**src/rtl/mux4_arbiter_pkg.sv**
```systemverilog
// rtl/mux4_arbiter_pkg.sv - shared types and constants for the four-way packet arbiter
package arb_pkg;

    localparam int NUM_REQ = 4;

    typedef enum logic {
        IDLE = 1'b0,
        BUSY = 1'b1
    } state_t;

    function automatic logic [NUM_REQ-1:0] onehot4(input logic [1:0] idx);
        return 4'b0001 << idx;
    endfunction

endpackage

```
**src/rtl/mux4_arbiter_if.sv**
```systemverilog
// rtl/mux4_arbiter_if.sv - requester/sink stream bundle for the four-way packet arbiter
interface mux4_arbiter_if #(
    parameter int WIDTH = 32
);
    logic [3:0]       req_valid;
    logic [3:0]       req_last;
    logic [WIDTH-1:0] req_data0;
    logic [WIDTH-1:0] req_data1;
    logic [WIDTH-1:0] req_data2;
    logic [WIDTH-1:0] req_data3;
    logic [3:0]       req_ready;
    logic             out_valid;
    logic [WIDTH-1:0] out_data;
    logic             out_last;
    logic             out_ready;
    logic [3:0]       grant;
    logic [1:0]       sel;
    logic             busy;

    modport slave (
        input  req_valid, req_last, req_data0, req_data1, req_data2, req_data3, out_ready,
        output req_ready, out_valid, out_data, out_last, grant, sel, busy
    );

    modport master (
        output req_valid, req_last, req_data0, req_data1, req_data2, req_data3, out_ready,
        input  req_ready, out_valid, out_data, out_last, grant, sel, busy
    );
endinterface

```
**src/rtl/mux4_arbiter_mux.sv**
```systemverilog
// rtl/mux4_arbiter_mux.sv - plain 4-input datapath multiplexer
module Multiplexer4 #(
    parameter int width = 8
) (
    input  logic [width-1:0] in0,
    input  logic [width-1:0] in1,
    input  logic [width-1:0] in2,
    input  logic [width-1:0] in3,
    input  logic [1:0]       sel,
    output logic [width-1:0] out
);
    always_comb begin
        unique case (sel)
            2'd0:    out = in0;
            2'd1:    out = in1;
            2'd2:    out = in2;
            default: out = in3;
        endcase
    end
endmodule

```
**src/rtl/mux4_arbiter_rr_pick4.sv**
```systemverilog
// rtl/mux4_arbiter_rr_pick4.sv - combinational round-robin picker over four requests
module rr_pick4 (
    input  logic [3:0] req,
    input  logic [1:0] ptr,
    output logic [1:0] idx,
    output logic       any
);
    // Search starts just after the last-served index and wraps back to it last.
    always_comb begin
        idx = ptr;
        any = 1'b0;
        for (int k = 1; k <= 4; k++) begin
            logic [1:0] cand;
            cand = ptr + 2'(k);
            if (!any && req[cand]) begin
                idx = cand;
                any = 1'b1;
            end
        end
    end
endmodule

```
**src/rtl/mux4_arbiter.sv**
```systemverilog
// rtl/mux4_arbiter.sv - round-robin packet arbiter steering four streams onto one sink
module mux4_arbiter
    import arb_pkg::*;
#(
    parameter int WIDTH = 32
) (
    input  logic           clk,
    input  logic           rst_n,
    mux4_arbiter_if.slave  bus
);
    state_t           state_q, state_d;
    logic [1:0]       ptr_q, ptr_d;
    logic [1:0]       sel_q, sel_d;
    logic [3:0]       grant_q, grant_d;

    logic [1:0]       pick_idx;
    logic             pick_any;
    logic [WIDTH:0]   mux_out;
    logic             busy_w;
    logic             out_valid_w;
    logic             out_last_w;
    logic             accept;

    rr_pick4 u_pick (
        .req (bus.req_valid),
        .ptr (ptr_q),
        .idx (pick_idx),
        .any (pick_any)
    );

    Multiplexer4 #(
        .width (WIDTH + 1)
    ) u_mux (
        .in0 ({bus.req_last[0], bus.req_data0}),
        .in1 ({bus.req_last[1], bus.req_data1}),
        .in2 ({bus.req_last[2], bus.req_data2}),
        .in3 ({bus.req_last[3], bus.req_data3}),
        .sel (sel_q),
        .out (mux_out)
    );

    assign busy_w      = (state_q == BUSY);
    assign out_valid_w = busy_w && bus.req_valid[sel_q];
    assign out_last_w  = mux_out[WIDTH];
    assign accept      = out_valid_w && bus.out_ready;

    // Ownership only moves on the final accepted beat; new requests wait for IDLE.
    always_comb begin
        state_d = state_q;
        ptr_d   = ptr_q;
        sel_d   = sel_q;
        grant_d = grant_q;
        unique case (state_q)
            IDLE: begin
                if (pick_any) begin
                    sel_d   = pick_idx;
                    grant_d = onehot4(pick_idx);
                    state_d = BUSY;
                end
            end
            BUSY: begin
                if (accept && out_last_w) begin
                    ptr_d   = sel_q;
                    grant_d = 4'b0000;
                    state_d = IDLE;
                end
            end
            default: state_d = IDLE;
        endcase
    end

    always_ff @(posedge clk or negedge rst_n) begin
        if (!rst_n) begin
            state_q <= IDLE;
            ptr_q   <= 2'd3;
            sel_q   <= 2'd0;
            grant_q <= 4'b0000;
        end else begin
            state_q <= state_d;
            ptr_q   <= ptr_d;
            sel_q   <= sel_d;
            grant_q <= grant_d;
        end
    end

    assign bus.out_valid = out_valid_w;
    assign bus.out_data  = mux_out[WIDTH-1:0];
    assign bus.out_last  = out_last_w;
    assign bus.req_ready = (busy_w && bus.out_ready) ? onehot4(sel_q) : 4'b0000;
    assign bus.grant     = grant_q;
    assign bus.sel       = sel_q;
    assign bus.busy      = busy_w;

endmodule

```
**src/flat_wrapper.sv**
```systemverilog
// flat-port wrapper written by rule: the top's interface ports become plain ports
module mux4_arbiter_flat import arb_pkg::*;
#(
    parameter int WIDTH = 32
)
  (clk, rst_n, bus_req_valid, bus_req_last, bus_req_data0, bus_req_data1, bus_req_data2, bus_req_data3, bus_out_ready, bus_req_ready, bus_out_valid, bus_out_data, bus_out_last, bus_grant, bus_sel, bus_busy);
  mux4_arbiter_if #(.WIDTH(WIDTH)) bus_i ();
  input  logic clk;
  input  logic rst_n;
  input wire logic [$bits(bus_i.req_valid)-1:0] bus_req_valid;
  input wire logic [$bits(bus_i.req_last)-1:0] bus_req_last;
  input wire logic [$bits(bus_i.req_data0)-1:0] bus_req_data0;
  input wire logic [$bits(bus_i.req_data1)-1:0] bus_req_data1;
  input wire logic [$bits(bus_i.req_data2)-1:0] bus_req_data2;
  input wire logic [$bits(bus_i.req_data3)-1:0] bus_req_data3;
  input wire logic [$bits(bus_i.out_ready)-1:0] bus_out_ready;
  output wire logic [$bits(bus_i.req_ready)-1:0] bus_req_ready;
  output wire logic [$bits(bus_i.out_valid)-1:0] bus_out_valid;
  output wire logic [$bits(bus_i.out_data)-1:0] bus_out_data;
  output wire logic [$bits(bus_i.out_last)-1:0] bus_out_last;
  output wire logic [$bits(bus_i.grant)-1:0] bus_grant;
  output wire logic [$bits(bus_i.sel)-1:0] bus_sel;
  output wire logic [$bits(bus_i.busy)-1:0] bus_busy;
  assign bus_i.req_valid = bus_req_valid;
  assign bus_i.req_last = bus_req_last;
  assign bus_i.req_data0 = bus_req_data0;
  assign bus_i.req_data1 = bus_req_data1;
  assign bus_i.req_data2 = bus_req_data2;
  assign bus_i.req_data3 = bus_req_data3;
  assign bus_i.out_ready = bus_out_ready;
  assign bus_req_ready = bus_i.req_ready;
  assign bus_out_valid = bus_i.out_valid;
  assign bus_out_data = bus_i.out_data;
  assign bus_out_last = bus_i.out_last;
  assign bus_grant = bus_i.grant;
  assign bus_sel = bus_i.sel;
  assign bus_busy = bus_i.busy;
  mux4_arbiter #(.WIDTH(WIDTH)) u_core (.clk(clk), .rst_n(rst_n), .bus(bus_i));
endmodule
```
**config.mk**
```make
export PLATFORM = sky130hd
export DESIGN_NAME = mux4_arbiter_flat
export DESIGN_NICKNAME = d
export VERILOG_FILES = /design/src/rtl/mux4_arbiter_pkg.sv /design/src/rtl/mux4_arbiter_if.sv /design/src/rtl/mux4_arbiter_mux.sv /design/src/rtl/mux4_arbiter_rr_pick4.sv /design/src/rtl/mux4_arbiter.sv /design/src/flat_wrapper.sv
export SDC_FILE = /design/constraint.sdc
export NUM_CORES = 1
export LEC_CHECK = 0
export BUFFER_PORTS_ARGS = -buffer_cell sky130_fd_sc_hd__clkbuf_2
export CAP_MARGIN = 5
export CELL_PAD_IN_SITES_DETAIL_PLACEMENT = 0
export CELL_PAD_IN_SITES_GLOBAL_PLACEMENT = 2
export CORE_MARGIN = 4
export CORE_UTILIZATION = 14
export CTS_CLUSTER_DIAMETER = 50
export DETAILED_ROUTE_END_ITERATION = 8
export GPL_TIMING_DRIVEN = 0
export MAX_ROUTING_LAYER = met4
export PLACE_DENSITY_LB_ADDON = 0.1
export SKIP_CTS_REPAIR_TIMING = 1
export SLEW_MARGIN = 25
export SYNTH_ARGS = -nofsm -noshare
export SYNTH_HDL_FRONTEND = slang
export SYNTH_HIERARCHICAL = 1
export SYNTH_SLANG_ARGS = --single-unit
```
**constraint.sdc**
```tcl
create_clock -name clk -period 1.7 [get_ports clk]
set_input_delay 0.17 -clock clk [delete_from_list [all_inputs] [get_ports clk]]
set_output_delay 0.17 -clock clk [all_outputs]
set_load 0.01 [all_outputs]
```
Yosys cells after proc, flatten, opt, wreduce, memory -nomap -nowiden
Index checks and enable logic that the tools add are counted.
{ "totals": {"register_bits": 9, "input_bits": 139, "out_inout_bits": 45, "word_cells": 59} }
{ "op_classes": {"add_sub_neg": 3, "order_cmp": 5, "n_eq_ne": 4, "n_shift": 2, "muxes": 26, "bitwise_logic": 1, "n_reduce_logical": 14} }
{ "op_table": {"columns": ["operator", "n"], "rows": [
  ["$pmux 33 s3", 1],
  ["$lt 2x3->1 const B", 5],
  ["$mux 4", 3],
  ["$mux 1", 11],
  ["$bmux 1 s2", 5],
  ["$mux 2", 4],
  ["$pmux 4 s2", 1],
  ["$shl 1x2->4 const A", 2],
  ["$logic_and 1x1->1", 7],
  ["$reduce_and 2->1", 3],
  ["$add 2x2->2 const B", 2],
  ["$logic_not 1->1", 3],
  ["$add 2x1->2 const B", 1],
  ["$eq 2x1->1 const B", 1],
  ["$eq 2x2->1 const B", 1],
  ["$logic_not 2->1", 1],
  ["$ne 2x1->1 const B", 1],
  ["$ne 2x2->1 const B", 1],
  ["$pmux 1 s2", 1],
  ["$not 1->1", 1]
]} }

Depth between registers and ports, before layout
Gate-level depths: netlist of the first run.
{ "logic_depth": {"ltp_word": 16, "depth_mapped": 6, "ltp_nobuf": 6} }

Hierarchy
Netlist of the first run, hierarchy kept.
{ "by_module_without_submodules": {"columns": ["module", "n_inst", "cells_each", "area_per_inst_um2"], "rows": [
  ["Multiplexer4", 1, 41, 844.6],
  ["mux4_arbiter", 1, 47, 489.2],
  ["rr_pick4", 1, 14, 82.6]
]} }

Least setup slack after synthesis of the first run
Ideal clock, no wire load.
{ "synth_path": {"path_kind": "reg-to-reg", "startpoint": "register u_core.sel_q[0] (netlist: u_core/bus.sel[0])", "endpoint": "register u_core.ptr_q[0]", "setup_ns": 0.082, "arrival_time_ns": 1.966, "required_time_ns": 1.618, "slack_ns": -0.348, "stages_incl_launch_ff": 7, "synth_period_minus_slack_ns": 2.048, "cell_sequence": "dfrtp_1 -> buf_6 -> mux4_1 -> nand3_1 -> nand2b_1 -> o32a_4 -> mux2_4"} }
{ "synth_rtl": {"columns": ["element", "line_no", "text"], "rows": [
  ["start: declaration", "mux4_arbiter.sv:13", "logic [1:0] sel_q, sel_d;"],
  ["start signal: assignment", "mux4_arbiter.sv:81", "sel_q <= sel_d;"],
  ["$eq 2x2->1, or another cell as far along", "mux4_arbiter_mux.sv:13", "unique case (sel)"],
  ["$pmux 33 s3 *", "mux4_arbiter_mux.sv:13", null],
  ["via bus_out_last", "flat_wrapper.sv:20", "output wire logic [$bits(bus_i.out_last)-1:0] bus_out_last;"],
  ["$logic_and 1x1->1 *", "mux4_arbiter.sv:62", "if (accept && out_last_w) begin"],
  ["$reduce_and 2->1 (no source line) *", null, null],
  ["end signal: assignment", "mux4_arbiter.sv:80", "ptr_q <= ptr_d;"],
  ["end: declaration", "mux4_arbiter.sv:12", "logic [1:0] ptr_q, ptr_d;"]
]} }
The timed path passes the listed nets; every way through them passes the cells marked *. The select of a mux whose other input is x is not followed.
A chain may end at the register's enable or synchronous reset.

Worst setup path after layout of the first run
{ "layout_path": {"startpoint": "register u_core.sel_q[0] (netlist: u_core/bus.sel[0])", "endpoint": "register u_core.ptr_q[0]"} }
{ "layout_between": {"elab_chain_len": 6} }
{ "layout_lines": {"columns": ["element", "line_no", "text"], "rows": [
  ["$bmux 1 s2", "mux4_arbiter.sv:43", "assign out_valid_w = busy_w && bus.req_valid[sel_q];"],
  ["$mux 1 (not written as such)", "mux4_arbiter.sv:43", null],
  ["$logic_and 1x1->1", "mux4_arbiter.sv:43", null],
  ["$logic_and 1x1->1", "mux4_arbiter.sv:45", "assign accept = out_valid_w && bus.out_ready;"],
  ["$logic_and 1x1->1", "mux4_arbiter.sv:62", null],
  ["$reduce_and 2->1 (no source line)", null, null]
]} }
Several ways; a longest one is shown, not always the timed one. The select of a mux whose other input is x is not followed.

==> impl_results.rst, run 1 <==
.. list-table::
   :header-rows: 1

   * - Metric
     - Value
   * - Peak supply drop
     - 0.0005157 V
   * - Worst hold slack
     - 0.3309 ns
   * - Number of max-slew violations in the final report
     - 0
   * - Per-cell via count in the routed design
     - 4.085
   * - Required time at the worst-slack endpoint
     - 1.86 ns
   * - Number of warnings reported in the yosys synthesis log
     - 6
   * - Post-synth cell types
     - 30
   * - Post-route antenna net violation count
     - 0
   * - Adder-cell area share of the yosys netlist
     - 0
   * - Wire length of the first global-routing pass
     - 9597 um
   * - Capturing element type of the critical path
     - flop
   * - Die height
     - 108.6 um
   * - Worst Path Arrival
     - 2.01 ns
   * - Clock Latency Late Sink
     - 0.23 ns
   * - Number of nets in the synthesized netlist
     - 241
   * - Main combinational cell family by area after synthesis
     - multiplexers
   * - Final-report setup violation count
     - 37
   * - CTS Buffer Depth
     - 2
   * - Critical Path Max Stage Delay
     - 0.55 ns
   * - RePlAce Congestion
     - 0.7295
   * - Starting DRC count in detailed routing
     - 70
   * - Min-delay worst type
     - input pin to asynchronous set/reset pin
   * - Largest net degree at the start of global routing
     - 11
   * - Post-synthesis simple-gate area fraction
     - 0.09894
   * - # IOs
     - 184
   * - Total Negative Setup Slacks
     - -4.019 ns
   * - Minimum clock period
     - 1.855 ns
   * - Count of flip-flops with a built-in enable after synthesis
     - 0
   * - Clock buffer count from CTS
     - 3
   * - Antenna violations before repair
     - 0
   * - Die area
     - 11790 um2
   * - Row cnt
     - 36
   * - Cell-internal power
     - 2.344 mW
   * - CP delay by family, top
     - multiplexers
   * - Type of the worst setup path
     - flop to flop
   * - Fraction of synthesized area in multiplexers
     - 0.5654
   * - Level count of the clock H-tree
     - 1
   * - Post-Syn Area
     - 1416 um2
   * - Clk slew on worst S/H paths
     - 0.05 ns
   * - Dominant synthesized flop cell
     - sky130_fd_sc_hd__dfrtp_1
   * - Async set or reset register ratio after synthesis
     - 1.000
   * - Fraction of power consumed by sequential logic
     - 0.103
   * - Core region area
     - 9819 um2
   * - Fmax
     - 539.1 MHz
   * - Count of max-cap constraint violations
     - 0
   * - Layout Skew
     - 0.0003426 ns
   * - Total wirelength of the detailed-routed design
     - 7258 um
   * - Diodes inserted
     - 0
   * - Critical-path maximum fanout
     - 6
   * - Share of power burned in combinational logic
     - 0.834
   * - Endpoints failing hold
     - 0
   * - Number of sinks driven by the clock tree
     - 9
   * - Number of inserted filler cells in the final layout
     - 1100
   * - Category of the worst setup path launch point
     - flop
   * - Initial cell density of the core
     - 0.1442
   * - Worst Max-Slew Pin Slew
     - 0.3456 ns
   * - GRT Overall Usage
     - 0.1086
   * - Die width
     - 108.6 um
   * - Cell at the slowest stage of the critical path
     - sky130_fd_sc_hd__mux4_2
   * - Share of the clock period used by the worst path after layout
     - 1.091
   * - Count of input and output buffers
     - 183
   * - Part of the total power dissipated in the clock network
     - 0.063
   * - Flops & latches, synth
     - 9
   * - Compound-Gate Fraction of Synth Area
     - 0.08216
   * - DRC violation count after routing
     - 0
   * - WL/cell
     - 16.65 um
   * - Residual overflow from global routing
     - 0
   * - Placement Setup Slack
     - -0.2538 ns
   * - Cells along the critical path
     - buf_6 > mux4_2 > nand3_2 > nand2b_4 > o32a_4 > mux2_4
   * - Total power of the final layout
     - 3.931 mW
   * - Via count of the first global-routing pass
     - 1627
   * - Cell at the root of the clock tree
     - sky130_fd_sc_hd__clkbuf_8
   * - Non-Filler Instances
     - 436
   * - Placed standard-cell area
     - 2507 um2
   * - Outcome
     - finished, violations left
   * - Violated checks
     - negative setup slack
   * - Proportion of total power due to net switching
     - 0.4038
   * - PD cells
     - 1440 nW/um2
   * - Share of final-layout standard cells stronger than drive strength 1
     - 0.8383
   * - Summed area of non-filler cells in the final layout
     - 2729 um2
   * - Worst setup margin
     - -0.1549 ns
   * - Total leakage power
     - 1.402 nW
   * - Psw
     - 1.587 mW
   * - Final core area utilization
     - 0.2779
   * - Relative area change from synthesis to final layout
     - 92.67%
   * - Post-DP HPWL
     - 6455 um
   * - Slew margin rel.
     - 0.7696
   * - Setup repair after global routing missed its margin
     - yes
   * - TritonCTS clock tree
     - built
   * - Sequential fraction of the synthesis area
     - 0.1608
   * - Number of nets at the end of the flow
     - 443
   * - Synthesized area divided by synthesized cell count
     - 13.89 um2
   * - Gate Count Post-Synth
     - 102
   * - Cell count after placement
     - 418
   * - Buf/Inv on CP
     - 1
   * - Number of iterations in the first detailed-routing pass
     - 4
   * - Vias post-DR
     - 1781
   * - Share of the synthesized netlist area taken by xor and xnor gates
     - 0
==> flip-flops by register name, indices dropped and copies added, names as in the netlist <==
name              count
u_core/bus.busy       1
u_core/ptr_q          2
u_core/bus.sel        2
u_core/bus.grant      4
==> cells in the final DEF (no fill, tap or decap), types with 4 or more instances in the layout <==
cell	Yosys	final
sky130_fd_sc_hd__nand2_1	9	9
sky130_fd_sc_hd__inv_1	4	4
sky130_fd_sc_hd__buf_6	3	6
sky130_fd_sc_hd__buf_4	0	11
sky130_fd_sc_hd__mux4_2	30	33
sky130_fd_sc_hd__buf_2	3	7
sky130_fd_sc_hd__clkbuf_2	0	175
sky130_fd_sc_hd__dfrtp_1	7	7
sky130_fd_sc_hd__nor2_1	6	6
==> cell families after synthesis <==
family                 after synthesis
muxes                               37
and+or+nand+nor                     28
buffers and inverters               15
AOI/OAI and AO/OA                   13
DFF                                  9
==> final cells by class <==
class	instances	area, um2	share of cell area
clock buffers	4	45.04	0.01651
repair buffers	197	1077	0.3948
inverters	4	15.01	0.005502
plain buffers	11	122.6	0.04493
multi-input cells	78	1075	0.3939
flip-flops and latches	9	227.7	0.08345
well taps	133	166.4	0.06098
==> layer usage <==
layer | global-route usage | wire (um) | up-vias
met4 | 0.01623 | 31 | 0
met1 | 0.1296 | 2830 | 847
met5 | - | 0 | -
li1 | - | - | 838
met3 | 0.01791 | 622 | 4
met2 | 0.1955 | 3774 | 92
==> power by group through the flow <==
| stage | sequential [mW] | combinational (mW) | clock, mW |
|---|---|---|---|
| floorplan | 0.424 | 1.94 | 0 |
| global placement | 0.412 | 3.00 | 0 |
| detailed placement | 0.410 | 2.97 | 0 |
| CTS | 0.408 | 2.97 | 0.256 |
| global route | 0.425 | 3.53 | 0.271 |
| finish | 0.405 | 3.28 | 0.247 |
==> worst paths after layout <==
check / from / slack (ns) / cells past startpoint / to
worst min register to register: u_core/bus.grant[2]$_DFFE_PN0P_ / 0.52 / 1 / u_core/bus.grant[2]$_DFFE_PN0P_
worst max register to register: u_core/bus.sel[0]$_DFFE_PN0P_ / -0.15 / 6 / u_core/ptr_q[0]$_DFFE_PN1P_
max in group asynchronous: rst_n / 1.11 / 2 / u_core/ptr_q[1]$_DFFE_PN1P_
min in group clk: bus_out_ready / 0.38 / 6 / u_core/ptr_q[1]$_DFFE_PN1P_
worst max-delay path: u_core/bus.sel[0]$_DFFE_PN0P_ / -0.15 / 6 / u_core/ptr_q[0]$_DFFE_PN1P_
worst min-delay path: rst_n / 0.33 / 2 / u_core/bus.grant[2]$_DFFE_PN0P_
==> Yosys cell counts, drive strengths merged (2+ instances only) <==
cell type	count	area (um2)
mux2i	2	20.02
nor3b	2	15.01
a21oi	3	15.01
dfrtp	7	175.2
mux4	33	754.5
clkbuf	2	7.510
a31o	2	17.52
a32o	2	20.02
nor2b	2	12.51
nor3	3	15.01
inv	4	15.01
nand2	9	33.78
nand2b	3	18.77
mux2	2	26.27
nor2	6	22.52
dfstp	2	52.55
buf	9	108.9
==> worst reg2reg max path: cells and delay by family (launching register included) <==
kind	cells	cell delay, ns
AOI/OAI and AO/OA	1	0.19
buffers and inverters	1	0.14
DFF	1	0.37
muxes	2	0.85
and+or+nand+nor	2	0.24
No activity file was read; power rests on OpenSTA's default activity.
==> inputs of run 2 (changes only) <==
--- a/config.mk
+++ b/config.mk
@@ -16,7 +16,7 @@
 export GPL_TIMING_DRIVEN = 0
 export MAX_ROUTING_LAYER = met4
 export PLACE_DENSITY_LB_ADDON = 0.1
-export SKIP_CTS_REPAIR_TIMING = 1
+export SKIP_LAST_GASP = 1
 export SLEW_MARGIN = 25
 export SYNTH_ARGS = -nofsm -noshare
 export SYNTH_HDL_FRONTEND = slang
==> run 2 against run 1 <==
The run still ends with negative setup slack left. Register-to-register slack improved by 0.02 ns. Sequential power increased by 4.9%. Non-clock buffer count decreased by 3. First-iteration DRC count decreased by 13%. Critical path type is now flop to primary output. Critical endpoint is now bus_out_data[20]. Largest cell class unchanged. Largest power group unchanged. Highest routed layer unchanged.
==> impl_results.rst, run 2 (synthesis gave the netlist of run 1 again) <==
.. list-table::
   :header-rows: 1

   * - Metric
     - Value
   * - Initial cell density of the core
     - 0.1442
   * - Final core area utilization
     - 0.2813
   * - Number of max-slew violations in the final report
     - 0
   * - Starting DRC count in detailed routing
     - 61
   * - Relative area change from synthesis to final layout
     - 95.05%
   * - Count of max-cap constraint violations
     - 0
   * - Slew margin rel.
     - 0.7711
   * - Type of the worst setup path
     - flop to primary output
   * - # IOs
     - 184
   * - Count of input and output buffers
     - 183
   * - Per-cell via count in the routed design
     - 4.125
   * - Cell at the root of the clock tree
     - sky130_fd_sc_hd__clkbuf_8
   * - PD cells
     - 1461 nW/um2
   * - Worst Path Arrival
     - 1.68 ns
   * - Setup repair after global routing missed its margin
     - yes
   * - Highest-count cells in the layout ignoring fill and taps
     - sky130_fd_sc_hd__clkbuf_2 (174), sky130_fd_sc_hd__mux4_2 (33), sky130_fd_sc_hd__buf_6 (9), sky130_fd_sc_hd__nand2_1 (9), sky130_fd_sc_hd__buf_2 (8)
   * - Capturing element type of the critical path
     - primary output
   * - Minimum clock period
     - 1.845 ns
   * - CTS Buffer Depth
     - 2
   * - Total leakage power
     - 1.409 nW
   * - Endpoints failing hold
     - 0
   * - WL/cell
     - 16.93 um
   * - Footprint of the multi-input gates
     - 1075 um2
   * - Die height
     - 108.6 um
   * - Wire length of the first global-routing pass
     - 9722 um
   * - Worst Max-Slew Pin Slew
     - 0.3434 ns
   * - Residual overflow from global routing
     - 0
   * - Post-DP HPWL
     - 6455 um
   * - Critical-path maximum fanout
     - 8
   * - Sequential standard cell area
     - 227.7 um2
   * - Die area
     - 11790 um2
   * - Row cnt
     - 36
   * - Post-route antenna net violation count
     - 0
   * - Placed standard-cell area
     - 2507 um2
   * - Min-delay worst type
     - input pin to asynchronous set/reset pin
   * - Layout Skew
     - 0.0003805 ns
   * - Antenna violations before repair
     - 0
   * - Critical Path Max Stage Delay
     - 0.49 ns
   * - Fmax
     - 541.9 MHz
   * - Category of the worst setup path launch point
     - flop
   * - Die width
     - 108.6 um
   * - Largest net degree at the start of global routing
     - 11
   * - Share of the clock period used by the worst path after layout
     - 1.085
   * - Share of final-layout standard cells stronger than drive strength 1
     - 0.8367
   * - Peak supply drop
     - 0.0005272 V
   * - Number of inserted filler cells in the final layout
     - 1096
   * - Vias post-DR
     - 1786
   * - GRT Overall Usage
     - 0.1100
   * - Worst hold slack
     - 0.3294 ns
   * - Number of nets at the end of the flow
     - 440
   * - Violated checks
     - negative setup slack
   * - Core region area
     - 9819 um2
   * - Clk slew on worst S/H paths
     - 0.05 ns
   * - Placement Setup Slack
     - -0.2538 ns
   * - Outcome
     - finished, violations left
   * - DRC violation count after routing
     - 0
   * - Number of flip-flops under the largest register name
     - 4
   * - Buf/Inv on CP
     - 4
   * - RePlAce Congestion
     - 0.7295
   * - Level count of the clock H-tree
     - 1
   * - Clock Latency Late Sink
     - 0.23 ns
   * - Clock buffer count from CTS
     - 3
   * - Via count of the first global-routing pass
     - 1662
   * - Cell at the slowest stage of the critical path
     - sky130_fd_sc_hd__mux4_2
   * - Number of iterations in the first detailed-routing pass
     - 4
   * - TritonCTS clock tree
     - built
   * - Required time at the worst-slack endpoint
     - 1.53 ns
   * - Number of sinks driven by the clock tree
     - 9
   * - Cells along the critical path
     - buf_6 > buf_12 > clkbuf_16 > mux4_2 > clkbuf_2
   * - Diodes inserted
     - 0
   * - Final-report setup violation count
     - 39
   * - CP delay by family, top
     - buffers and inverters
   * - Summed area of non-filler cells in the final layout
     - 2763 um2
   * - Total Negative Setup Slacks
     - -4.092 ns
   * - Commonest non-fill, non-tap cell in the layout
     - sky130_fd_sc_hd__clkbuf_2
   * - Total wirelength of the detailed-routed design
     - 7332 um
   * - Worst setup margin
     - -0.1453 ns
-- run 2: cell count changes in the layout (fill, tap and decap cells not counted) --
cell                       previous run  this run
sky130_fd_sc_hd__clkbuf_4             2         0
sky130_fd_sc_hd__buf_6                6         9
sky130_fd_sc_hd__buf_12               3         5
sky130_fd_sc_hd__buf_2                7         8
sky130_fd_sc_hd__clkbuf_2           175       174
sky130_fd_sc_hd__buf_4               11         4
sky130_fd_sc_hd__buf_16               0         1
-- run 2: timing repair --
item                                    in CTS  in global routing
hold endpoints to repair                     7                  0
endpoints found under the setup margin      37                 40
setup buffers                                6                  3
cloned                                       1                  2
gates resized for setup                      1                 24
hold buffers                                 1                  0
pin swaps                                    2                  3
-- run 2: final timing paths --
path | end | slack (ns) | from | cells past startpoint
max in group asynchronous | u_core/ptr_q[1]$_DFFE_PN1P_ | 1.11 | rst_n | 2
setup reg to reg | u_core/ptr_q[0]$_DFFE_PN1P_ | -0.13 | u_core/bus.sel[0]$_DFFE_PN0P_ | 6
hold reg to reg | u_core/bus.grant[2]$_DFFE_PN0P_ | 0.52 | u_core/bus.grant[2]$_DFFE_PN0P_ | 1
hold / removal | u_core/bus.grant[2]$_DFFE_PN0P_ | 0.33 | rst_n | 2
min in group clk | u_core/ptr_q[1]$_DFFE_PN1P_ | 0.46 | bus_out_ready | 7
setup / recovery | bus_out_data[20] | -0.15 | u_core/bus.sel[0]$_DFFE_PN0P_ | 5
-- run 2: report_power, final --
| part | leakage, nW | total [mW] | internal [mW] | switching [mW] |
|---|---|---|---|---|
| Combinational | 1.28 | 3.36 | 1.94 | 1.42 |
| Clock | 0.0228 | 0.247 | 0.163 | 0.0835 |
| Sequential | 0.109 | 0.425 | 0.316 | 0.110 |
| Total | 1.41 | 4.04 | 2.42 | 1.61 |
-- run 2: per-layer routing --
metal	wire, um	up-vias	global-route usage
li1	-	832	-
met1	2914	858	0.1296
met2	3780	92	0.2004
met3	607	4	0.01791
met4	29	0	0.01623
met5	0	-	-
-- run 2: final cells by class --
class | count | area share
inverters | 4 | 0.005435
plain buffers | 9 | 0.03668
clock buffers | 4 | 0.01630
multi-input cells | 78 | 0.3890
well taps | 133 | 0.06024
flip-flops and latches | 9 | 0.08243
repair buffers | 196 | 0.4099
-- run 2: stage by stage --
stage | std cells | power [mW]
after floorplan | 102 | 2.366
after global placement | 418 | 3.415
after detailed placement | 418 | 3.377
after CTS | 429 | 3.837
after global routing | 433 | 4.333
final | 433 | 4.036
==> inputs of run 3 (changes only) <==
--- a/config.mk
+++ b/config.mk
@@ -8,9 +8,9 @@
 export BUFFER_PORTS_ARGS = -buffer_cell sky130_fd_sc_hd__clkbuf_2
 export CAP_MARGIN = 5
 export CELL_PAD_IN_SITES_DETAIL_PLACEMENT = 0
-export CELL_PAD_IN_SITES_GLOBAL_PLACEMENT = 2
+export CELL_PAD_IN_SITES_GLOBAL_PLACEMENT = 1
 export CORE_MARGIN = 4
-export CORE_UTILIZATION = 14
+export CORE_UTILIZATION = 19
 export CTS_CLUSTER_DIAMETER = 50
 export DETAILED_ROUTE_END_ITERATION = 8
 export GPL_TIMING_DRIVEN = 0
==> run 3 against run 2 <==
The run still ends with negative setup slack left. Setup slack improved by 0.030 ns. Via count shrank 3.3%. Sequential share of layout area up 0.28 points. Clock skew up 0.0022 ns. Non-clock buffer count is 1 lower. Sequential power barely moved. Flip-flop and latch count stayed put. Power fell by 3.4%. Final area decreased by 3.3%. Critical path depth is 1 higher. Clock power shrank 3%. Highest routed layer unchanged.
==> impl_results.rst, run 3 (synthesis gave the netlist of run 1 again) <==
.. list-table::
   :header-rows: 1

   * - Metric
     - Value
   * - Level count of the clock H-tree
     - 1
   * - Minimum clock period
     - 1.815 ns
   * - Starting DRC count in detailed routing
     - 29
   * - Total leakage power
     - 1.390 nW
   * - WL/cell
     - 16.92 um
   * - Die area
     - 8900 um2
   * - Non-Filler Instances
     - 398
   * - Logic depth of the worst register-to-register path
     - 6
   * - Fmax
     - 550.9 MHz
   * - Commonest non-fill, non-tap cell in the layout
     - sky130_fd_sc_hd__clkbuf_2
   * - Worst setup margin
     - -0.1153 ns
   * - Number of iterations in the first detailed-routing pass
     - 4
   * - Antenna violations before repair
     - 0
   * - Type of the worst setup path
     - flop to flop
   * - Core region area
     - 7253 um2
   * - CTS Buffer Depth
     - 2
   * - Clk slew on worst S/H paths
     - 0.04 ns
   * - Violated checks
     - negative setup slack
   * - Total Negative Setup Slacks
     - -2.067 ns
   * - TritonCTS clock tree
     - built
   * - Peak supply drop
     - 0.0008268 V
   * - Post-DP HPWL
     - 5942 um
   * - Number of max-slew violations in the final report
     - 0
   * - Die height
     - 94.34 um
   * - Capturing element type of the critical path
     - flop
   * - Via count of the first global-routing pass
     - 1862
   * - Initial cell density of the core
     - 0.1953
   * - Largest net degree at the start of global routing
     - 11
   * - Share of final-layout standard cells stronger than drive strength 1
     - 0.8361
   * - Cell depth of the worst hold path
     - 5
   * - Diodes inserted
     - 0
   * - Final-report setup violation count
     - 34
   * - Row cnt
     - 31
   * - Number of nets at the end of the flow
     - 439
   * - Endpoint of the worst hold path
     - u_core/ptr_q[1]$_DFFE_PN1P_
   * - Worst Max-Slew Pin Slew
     - 0.3399 ns
   * - Cell count after placement
     - 384
   * - Category of the worst setup path launch point
     - flop
   * - Residual overflow from global routing
     - 0
   * - Hold path startpoint
     - bus_out_ready
   * - Share of the clock period used by the worst path after layout
     - 1.068
   * - RePlAce Congestion
     - 0.7857
   * - Endpoint of the most critical register-to-register path
     - u_core/ptr_q[0]$_DFFE_PN1P_
   * - Per-cell via count in the routed design
     - 4.339
   * - Worst Path Arrival
     - 1.97 ns
   * - Clock Latency Late Sink
     - 0.23 ns
   * - Vias post-DR
     - 1727
   * - Layout Skew
     - 0.002583 ns
   * - Count of input and output buffers
     - 183
   * - GRT Overall Usage
     - 0.1400
   * - Number of sinks driven by the clock tree
     - 9
   * - Number of flip-flops under the largest register name
     - 4
   * - FF-to-FF Start
     - u_core/bus.sel[0]$_DFFE_PN0P_
   * - Die width
     - 94.34 um
   * - DRC violation count after routing
     - 0
   * - PD cells
     - 1459 nW/um2
   * - Highest-count cells in the layout ignoring fill and taps
     - sky130_fd_sc_hd__clkbuf_2 (180), sky130_fd_sc_hd__mux4_2 (33), sky130_fd_sc_hd__buf_4 (9), sky130_fd_sc_hd__nand2_1 (9), sky130_fd_sc_hd__dfrtp_1 (7)
   * - Critical-path maximum fanout
     - 6
   * - # IOs
     - 184
   * - Required time at the worst-slack endpoint
     - 1.85 ns
   * - Worst reg2reg setup slack
     - -0.12 ns
   * - Cell at the root of the clock tree
     - sky130_fd_sc_hd__clkbuf_8
   * - Relative area change from synthesis to final layout
     - 88.69%
   * - Post-route antenna net violation count
     - 0
   * - Slew margin rel.
     - 0.7734
   * - Count of max-cap constraint violations
     - 0
   * - Setup repair after global routing missed its margin
     - yes
   * - Endpoints failing hold
     - 0
   * - Total wirelength of the detailed-routed design
     - 6733 um
   * - Wire length of the first global-routing pass
     - 9508 um
   * - Min-delay worst type
     - input pin to flop
   * - Outcome
     - finished, violations left
   * - Clock buffer count from CTS
     - 3
[run 3: routing by layer]
metal  wire length [um]  share of wire  up-vias  GRT usage
li1                   -              -      826          -
met1               2518           0.37      806     0.1609
met2               3605           0.54       93     0.2583
met3                600          0.089        2    0.03506
met4                  9         0.0013        0   0.007220
met5                  0              0        -          -
[run 3: worst max-delay path by stage]
| stage | from | endpoint | slack, ns | cells after the start |
|---|---|---|---|---|
| 2_1_floorplan | u_core/bus.sel[0]$_DFFE_PN0P_ | u_core/ptr_q[0]$_DFFE_PN1P_ | -0.22 | 6 |
| 3_3_place_gp | u_core/bus.sel[0]$_DFFE_PN0P_ | u_core/ptr_q[0]$_DFFE_PN1P_ | -0.26 | 6 |
| 3_5_place_dp | u_core/bus.sel[0]$_DFFE_PN0P_ | u_core/ptr_q[0]$_DFFE_PN1P_ | -0.26 | 6 |
| 4_1_cts | u_core/bus.sel[0]$_DFFE_PN0P_ | u_core/ptr_q[0]$_DFFE_PN1P_ | -0.14 | 6 |
| 5_1_grt | u_core/bus.sel[0]$_DFFE_PN0P_ | u_core/ptr_q[0]$_DFFE_PN1P_ | -0.19 | 6 |
| 6_report | u_core/bus.sel[0]$_DFFE_PN0P_ | u_core/ptr_q[0]$_DFFE_PN1P_ | -0.12 | 6 |
[run 3: final cells by class]
class	instances	area, um2
well taps	99	123.9
fillers	786	4581
plain buffers	10	120.1
repair buffers	194	1075
flip-flops and latches	9	227.7
multi-input cells	78	1066
inverters	4	15.01
clock buffers	4	45.04
[run 3: timing repair]
item / 4_1_cts / 5_1_grt
hold endpoints to repair: 7 / 0
gates cloned: 1 / 2
setup endpoints to repair: 37 / 40
pin swaps: 1 / 2
buffers inserted: 6 / 1
hold buffers: 1 / 0
gates resized for setup: 4 / 8
[run 3: power breakdown]
| part | total, mW | leakage [nW] | switching (mW) | internal (mW) |
|---|---|---|---|---|
| clock | 0.239 | 0.0228 | 0.0763 | 0.163 |
| combinational | 3.24 | 1.26 | 1.36 | 1.88 |
| sequential | 0.423 | 0.109 | 0.107 | 0.316 |
[run 3: critical path, cell delays in order (launching register included)]
cell	delay [ns]
sky130_fd_sc_hd__dfrtp_1	0.35
sky130_fd_sc_hd__buf_6	0.13
sky130_fd_sc_hd__mux4_2	0.54
sky130_fd_sc_hd__nand3_2	0.11
sky130_fd_sc_hd__nand2b_4	0.13
sky130_fd_sc_hd__o32a_4	0.19
sky130_fd_sc_hd__mux2_4	0.30
[run 3: through the flow]
stage               setup slack, ns  instance area [um2]  total power [mW]  hold WS [ns]  utilization
floorplan                   -0.2161                 1425             2.366       -0.1256            -
global placement            -0.2590                 2465             3.336       0.03982       0.3398
detailed placement          -0.2627                 2465             3.322       0.03872       0.3398
CTS                         -0.1388                 2609             3.809        0.3025       0.3597
global route                -0.1926                 2673             4.230        0.3511       0.3685
finish                      -0.1153                 2673             3.900        0.3037       0.3685
